### src/rtl/fft_bitrev_loader.sv
// Bit-reversal frame loader: walks the bit-reversal ROM pair by pair and
// copies the addressed samples in ascending order into FFT working RAM.
module fft_bitrev_loader #(
    parameter int DATA_W  = 16,
    parameter int ROM_AW  = 9,
    parameter int SAMP_AW = 10
) (
    input  logic               Clk,
    input  logic               Resetn,
    input  logic               Start,
    input  logic               Abort,
    output logic               Busy,
    output logic               Done,
    output logic [ROM_AW-1:0]  RomAddr,
    input  logic [SAMP_AW-1:0] RomDoutA,
    input  logic [SAMP_AW-1:0] RomDoutB,
    output logic [SAMP_AW-1:0] SampRdAddr,
    input  logic [DATA_W-1:0]  SampRdData,
    output logic               FftWrEn,
    output logic [SAMP_AW-1:0] FftWrAddr,
    output logic [DATA_W-1:0]  FftWrData
);

    typedef enum logic [2:0] {
        S_IDLE,
        S_ROM,
        S_SELA,
        S_SELB,
        S_WRB,
        S_DONE
    } state_t;

    state_t              state_q, state_d;
    logic [ROM_AW-1:0]   k_q, k_d;
    logic [SAMP_AW-1:0]  regb_q, regb_d;
    logic [SAMP_AW-1:0]  raddr_q;

    always_ff @(posedge Clk or negedge Resetn) begin
        if (!Resetn) begin
            state_q <= S_IDLE;
            k_q     <= '0;
            regb_q  <= '0;
            raddr_q <= '0;
        end else begin
            state_q <= state_d;
            k_q     <= k_d;
            regb_q  <= regb_d;
            raddr_q <= SampRdAddr;
        end
    end

    assign RomAddr = k_q;

    always_comb begin
        state_d    = state_q;
        k_d        = k_q;
        regb_d     = regb_q;
        Busy       = (state_q != S_IDLE);
        Done       = 1'b0;
        FftWrEn    = 1'b0;
        FftWrAddr  = '0;
        FftWrData  = '0;
        // read address is held outside the two select cycles
        SampRdAddr = raddr_q;

        unique case (state_q)
            S_IDLE: begin
                if (Start && !Abort) begin
                    state_d = S_ROM;
                    k_d     = '0;
                end
            end
            S_ROM: begin
                state_d = S_SELA;
            end
            S_SELA: begin
                SampRdAddr = RomDoutA;
                regb_d     = RomDoutB;
                state_d    = S_SELB;
            end
            S_SELB: begin
                SampRdAddr = regb_q;
                FftWrEn    = 1'b1;
                FftWrAddr  = {k_q, 1'b0};
                FftWrData  = SampRdData;
                state_d    = S_WRB;
            end
            S_WRB: begin
                FftWrEn   = 1'b1;
                FftWrAddr = {k_q, 1'b1};
                FftWrData = SampRdData;
                if (k_q == {ROM_AW{1'b1}}) begin
                    state_d = S_DONE;
                end else begin
                    k_d     = k_q + 1'b1;
                    state_d = S_ROM;
                end
            end
            S_DONE: begin
                Done    = 1'b1;
                state_d = S_IDLE;
            end
            default: begin
                state_d = S_IDLE;
            end
        endcase

        // abort overrides every transition, including the final WRB->DONE
        if (Abort && (state_q != S_IDLE)) begin
            state_d = S_IDLE;
            k_d     = '0;
        end
    end

endmodule

### config.mk
export PLATFORM = sky130hd
export DESIGN_NAME = fft_bitrev_loader
export DESIGN_NICKNAME = d
export VERILOG_FILES = /design/src/rtl/fft_bitrev_loader.sv
export SDC_FILE = /design/constraint.sdc
export NUM_CORES = 1
export LEC_CHECK = 0
export ABC_AREA = 0
export CORE_MARGIN = 2
export CORE_UTILIZATION = 42
export DETAILED_ROUTE_END_ITERATION = 12
export GPL_TIMING_DRIVEN = 0
export PLACE_DENSITY = 0.85
export SLEW_MARGIN = 25
export SYNTH_ARGS = -nofsm -noshare
export SYNTH_HDL_FRONTEND = slang
export SYNTH_SLANG_ARGS = --single-unit
### constraint.sdc
create_clock -name Clk -period 3.65 [get_ports Clk]
set_input_delay 0.365 -clock Clk [delete_from_list [all_inputs] [get_ports Clk]]
set_output_delay 0.365 -clock Clk [all_outputs]
set_load 0.01 [all_outputs]
==> run_results.csv, run 1 <==
group,metric,value,unit
worst_setup_path,slowest_delay,0.53,ns
routing,wl_per_cell,14.0,µm
clock_network,cts-resized-gates,0,
flow_run,maxCapViolCount,0,
timing,rsz0062_at_grt,"false",
timing,setup_viol,0,
routing,drt_pre_antenna_iters,4,
final_layout,antenna_cells,0,
synthesis,syn_nets,211,
synthesis,synth_cell_type_count,32,
worst_setup_path,path_buf_inv,3,
floorplan,die_area,4520,µm²
power,switching_share,28.6,%
worst_setup_path,path_class,"reg2out",
timing,slew_headroom,53.4,%
synthesis,synth_seq_cells,32,
clock_network,cts_setup_buffers,0,
power,pwr-share-seq,40.7,%
timing,finalHoldViolCount,0,
floorplan,die_h,67.2,µm
floorplan,io_pins,88,
placed_design,place_congestion,0.820,
power,p_clk_share,26.9,%
worst_setup_path,crit_arrival,2.22,ns
synthesis,synth_seq_area_share,47.7,%
clock_network,clockRootBuffer,"clkbuf_8",
worst_setup_path,crit_slowest_cell,"clkdlybuf4s50_1",
power,p_per_area,464,nW/µm²
worst_setup_path,crit_family,"buffers and inverters",
synthesis,yosysMostFrequentCell,"dfrtp_1",
worst_setup_path,worstPathCellList,"buf_2 -> nand3b_1 -> nand2_1 -> clkbuf_1 -> and2_1 -> clkdlybuf4s50_1",
global_route,grt_max_degree,33,
synthesis,yosys.area.top_type,"dfrtp_1",
final_layout,fin_nets,305,
floorplan,core-area,3740,µm²
routing,drt_iter0_markers,46,
global_route,grtUsageTotal,21.3,%
timing,setup_slack,1.06,ns
synthesis,synth_cells,169,
timing,tns,0,ns
timing,drv_slew,0,
power,combPwrFrac,32.3,%
synthesis,synth_edf_count,0,
synthesis,ys.flop_type,"dfrtp_1",
timing,finalCritPeriodShare,70.9,%
routing,routed_via_density,5.05,
synthesis,yosys-top-cells-count,"32 x dfrtp_1, 25 x and2_1, 23 x nand2_1, 19 x o21ai_0",
final_layout,layout-drive-gt1-share,10.6,%
placed_design,pre_cts_ws,1.30,ns
final_layout,design_area,2720,µm²
synthesis,syn_area,1680,µm²
synthesis,yosys.area.top_type_share,47.7,%
routing,final_antenna_net_count,0,
power,p_leak,1.14,nW
final_layout,multi_input_area,823,µm²
routing,drt_wl_total,4370,µm
timing,fin_skew,0.00354,ns
routing,drc,0,
clock_network,postCtsHoldBufs,0,
worst_setup_path,crit_path_max_fanout,10,
final_layout,area_delta_synth_final,61.8,%
clock_network,numCtsBuffers,5,
global_route,overflow,0,
floorplan,die_w,67.2,µm
final_layout,nFillCells,292,
clock_network,insertion_delay,0.29,ns
routing,num_vias,1575,
worst_setup_path,worstSetupEndpointType,"output port",
floorplan,row_count,22,
synthesis,avgSynthCellArea,9.93,µm²
synthesis,yosys-top-cells-area,"dfrtp_1 48%, and2_1 9.3%, mux2_2 6.7%",
timing,worst_slew_pin_slew,0.699,ns
worst_setup_path,start_kind,"flip-flop",
power,p_int,0.000901,W
global_route,first_global_vias,1508,
floorplan,start_util,44.8,%
placed_design,dpl_cell_area,2600,µm²
timing,clock.fmax,0.387,GHz
clock_network,clk_path_buf_depth,2,
worst_setup_path,cp.required,3.28,ns
synthesis,async_reset_ff_share,100,%
placed_design,dpl.hpwl,3330,µm
clock_network,cts_sinks,32,
final_layout,seqCellArea,801,µm²
clock_network,h-tree-depth,2,
run_status,status,"completed",
synthesis,synth.yosys.warnings,0,
timing,period_minus_slack,2.59,ns
global_route,antenna_found_initial,0,
global_route,grt_pass1_wl,7020,µm
power,p_sw,0.000360,W
clock_network,cts_tree,"done",
min_path,hp-class,"in2async",
power,vdd_ir_drop_max,0.470,mV
clock_network,clk_pin_slew,0.07,ns
placed_design,portBuffers,87,
==> worst reg2reg max path, delay by kind of cell (launching register included) <==
kind | cells | cell delay [ns]
compound gates | 2 | 0.40
fa+ha+maj | 2 | 0.48
simple gates | 5 | 1.01
flops | 1 | 0.44
==> registers in the layout (all words and copies together), names as in the netlist <==
register and cells:
RomAddr 9, state_q 3, regb_q 10, raddr_q 10
==> metal layers <==
metal / vias to the layer above / GRT usage (%) / part of all wire [%]
li1: 773 / - / -
met1: 721 / 24.8 / 39
met2: 71 / 35.4 / 50
met3: 10 / 7.50 / 8.7
met4: 0 / 9.18 / 2.3
met5: - / 0 / 0
==> worst paths after layout <==
check | start | to | cells after the start | slack (ns)
worst max-delay path | state_q[2]$_DFFE_PN0P_ | FftWrAddr[5] | 6 | 1.06
worst min-delay path | Resetn | RomAddr[0]$_DFFE_PN0P_ | 1 | 0.11
worst max register to register | RomAddr[0]$_DFFE_PN0P_ | RomAddr[3]$_DFFE_PN0P_ | 9 | 1.25
worst min register to register | raddr_q[3]$_DFF_PN0_ | raddr_q[3]$_DFF_PN0_ | 2 | 0.50
min in group Clk | raddr_q[3]$_DFF_PN0_ | raddr_q[3]$_DFF_PN0_ | 2 | 0.50
max in group asynchronous | Resetn | raddr_q[9]$_DFF_PN0_ | 1 | 3.09
==> power by group through the flow <==
stage	Combinational [W]	Clock (W)	Sequential, W
after floorplan	0.000201	0	0.000504
after global placement	0.000399	0	0.000512
after detailed placement	0.000409	0	0.000521
after CTS	0.000413	0.000342	0.000514
after global routing	0.000445	0.000364	0.000528
final	0.000408	0.000339	0.000514
==> metrics by stage <==
stage | hold WS [ns] | instances | utilization (%) | power [W]
after global placement | 0.478 | 304 | 69.7 | 0.000910
final | 0.114 | 312 | 72.5 | 0.00126
after floorplan | 0.0694 | 169 | - | 0.000705
after CTS | 0.138 | 312 | 72.5 | 0.00127
after global routing | 0.173 | 312 | 72.5 | 0.00134
after detailed placement | 0.450 | 304 | 69.6 | 0.000930
==> placed cells by master (no fill, tap or decap), types with 3 or more instances in the layout <==
master,instances
clkdlybuf4s50_1,86
mux2i_1,10
nor2_1,5
clkbuf_1,4
nand2b_1,3
clkbuf_8,5
mux2_2,10
nand3_1,6
o21ai_0,19
buf_2,5
and2_1,25
dfrtp_1,32
nand2_1,23
==> area by class of cell <==
class	instances	area share, %
plain buffers	10	1.84
clock buffers	5	2.53
clock inverters	3	1.57
inverters	1	0.138
multi-input cells	126	30.3
flip-flops and latches	32	29.5
well taps	48	2.21
repair buffers	87	31.9
==> kinds of logic (layout without fill, tap and decap cells) <==
| family | after synthesis | after routing | synth area share [%] |
|---|---|---|---|
| and+or+nand+nor | 75 | 75 | 25.0 |
| DFF | 32 | 32 | 47.7 |
| AOI/OAI and AO/OA | 28 | 28 | 9.40 |
| muxes | 20 | 20 | 12.7 |
| buffers and inverters | 11 | 106 | 3.21 |
| adders and majority gates | 2 | 2 | 1.49 |
| xor gates and xnor gates | 1 | 1 | 0.522 |
Power figures use the tool's default switching activity.
==> inputs of run 2 (changes only) <==
--- a/config.mk
+++ b/config.mk
@@ -7,10 +7,10 @@
 export LEC_CHECK = 0
 export ABC_AREA = 0
 export CORE_MARGIN = 2
-export CORE_UTILIZATION = 42
+export CORE_UTILIZATION = 35
 export DETAILED_ROUTE_END_ITERATION = 12
 export GPL_TIMING_DRIVEN = 0
-export PLACE_DENSITY = 0.85
+export PLACE_DENSITY = 0.75
 export SLEW_MARGIN = 25
 export SYNTH_ARGS = -nofsm -noshare
 export SYNTH_HDL_FRONTEND = slang
==> constraint.sdc (replaced) <==
create_clock -name Clk -period 2.2 [get_ports Clk]
set_input_delay 0.22 -clock Clk [delete_from_list [all_inputs] [get_ports Clk]]
set_output_delay 0.22 -clock Clk [all_outputs]
set_load 0.01 [all_outputs]
==> run 2 against run 1 <==
Against the previous run: flip-flop and latch count stayed put; via count is 2.3% higher; power is 56% higher; sequential power is 65% higher; sequential share of layout area is 1.1 points lower; clock power is 36% higher; largest cell class unchanged; largest power group unchanged.
==> run_results.csv, run 2 (synthesis results as in run 1) <==
group,metric,value,unit
global_route,grtUsageTotal,16.2,%
placed_design,dpl.hpwl,3160,µm
floorplan,start_util,36.0,%
timing,drv_slew,0,
worst_setup_path,path_class,"reg2out",
final_layout,antenna_cells,0,
worst_setup_path,worstPathCellList,"buf_4 -> buf_4 -> mux2i_1 -> o21ai_2 -> clkdlybuf4s50_1",
floorplan,row_count,25,
final_layout,design_area,2830,µm²
final_layout,fin_nets,310,
global_route,grt_max_degree,19,
timing,clock.fmax,0.474,GHz
floorplan,die_h,73.2,µm
worst_setup_path,crit_slowest_cell,"clkdlybuf4s50_1",
final_layout,final_cell_mix,"58 x clkdlybuf4s50_1, 31 x dfrtp_1, 25 x and2_1",
worst_setup_path,cp.required,1.98,ns
timing,rsz0062_at_grt,"false",
floorplan,die_w,73.2,µm
global_route,overflow,0,
routing,drt_iter0_markers,80,
final_layout,layout_commonest_cell,"clkdlybuf4s50_1",
clock_network,numCtsBuffers,5,
global_route,antenna_found_initial,0,
placed_design,place_congestion,0.771,
placed_design,portBuffers,87,
worst_setup_path,cp_common_cell,"buf_4",
timing,worst_slew_pin_slew,0.557,ns
power,p_per_area,697,nW/µm²
power,p_leak,1.42,nW
clock_network,cts_sinks,32,
clock_network,clk_pin_slew,0.06,ns
floorplan,die_area,5360,µm²
clock_network,clockRootBuffer,"clkbuf_8",
final_layout,layout-drive-gt1-share,16.4,%
timing,finalCritPeriodShare,96.0,%
clock_network,h-tree-depth,2,
timing,tns,0,ns
routing,routed_via_density,4.99,
timing,period_minus_slack,2.11,ns
clock_network,clk_path_buf_depth,2,
power,power,0.00197,W
timing,fin_skew,0.00298,ns
final_layout,final_core_util,60.7,%
run_status,status,"completed",
routing,drt_pre_antenna_iters,4,
floorplan,core-area,4660,µm²
flow_run,maxCapViolCount,0,
worst_setup_path,worstSetupEndpointType,"output port",
global_route,first_global_vias,1559,
routing,wl_per_cell,12.7,µm
timing,finalHoldViolCount,0,
global_route,grt_pass1_wl,6760,µm
timing,holdWs,0.396,ns
worst_setup_path,path_buf_inv,3,
worst_setup_path,slowest_delay,0.56,ns
routing,final_antenna_net_count,0,
worst_setup_path,crit_path_max_fanout,10,
routing,drc,0,
placed_design,dpl_cell_area,2640,µm²
routing,drt_wl_total,4110,µm
timing,slew_headroom,62.8,%
floorplan,io_pins,88,
worst_setup_path,start_kind,"flip-flop",
clock_network,insertion_delay,0.28,ns
timing,setup_viol,0,
final_layout,area_delta_synth_final,68.6,%
clock_network,cts_tree,"done",
worst_setup_path,crit_arrival,1.89,ns
worst_setup_path,crit_family,"buffers and inverters",
power,vdd_ir_drop_max,0.623,mV
routing,num_vias,1612,
min_path,hp-class,"in2async",
## run 2: final timing paths
path	start	end	slack [ns]	cells after the start
hold reg to reg	raddr_q[5]$_DFF_PN0_	raddr_q[5]$_DFF_PN0_	0.49	2
setup / recovery	state_q[0]$_DFFE_PN0P_	SampRdAddr[3]	0.09	5
hold / removal	Resetn	regb_q[5]$_DFFE_PN0N_	0.40	2
min in group Clk	raddr_q[5]$_DFF_PN0_	raddr_q[5]$_DFF_PN0_	0.49	2
max in group asynchronous	Resetn	state_q[2]$_DFFE_PN0P_	1.37	3
setup reg to reg	RomAddr[0]$_DFFE_PN0P_	RomAddr[3]$_DFFE_PN0P_	0.11	9
## run 2: worst reg2reg max path, stage by stage (launching register included)
cell      delay, ns
dfrtp_1        0.39
ha_2           0.20
and3_4         0.19
nand3_2        0.08
nor2_1         0.05
ha_2           0.19
a211oi_2       0.22
o22ai_2        0.13
or4_1          0.48
nand3_1        0.10
## run 2: metal layers
layer,vias up,track usage [%],wire (µm)
li1,783,-,-
met1,742,18.1,1640
met2,82,28.6,1940
met3,5,5.94,486
met4,0,4.94,43
met5,-,0,0
## run 2: final cells by class
class / instances / area, µm²
sequential: 32 / 802
fill: 403 / 1830
inverter: 1 / 3.75
multi-input combinational: 126 / 860
buffer: 9 / 66.3
tap: 54 / 67.6
clock buffer: 8 / 90.1
timing repair buffer: 93 / 940
## run 2: repair_timing
action	in CTS	in global routing
endpoints found under the hold margin	14	0
hold buffers	1	0
cloned	0	0
buffers inserted	3	1
pin swaps	1	2
setup endpoints to repair	35	18
resized for setup	42	18
## run 2: where the power goes
| group | internal (W) | total (W) | switching, W |
|---|---|---|---|
| combinational | 0.000372 | 0.000665 | 0.000293 |
| clock | 0.000255 | 0.000460 | 0.000205 |
| sequential | 0.000774 | 0.000846 | 0.0000717 |
| total | 0.00140 | 0.00197 | 0.000570 |
## run 2: through the flow
| step | std cells | setup WS [ns] |
|---|---|---|
| after CTS | 322 | 0.0120 |
| after global placement | 310 | -0.0851 |
| after floorplan | 169 | 0.0244 |
| after global routing | 323 | 0.00839 |
| after detailed placement | 311 | -0.105 |
| final | 323 | 0.0891 |
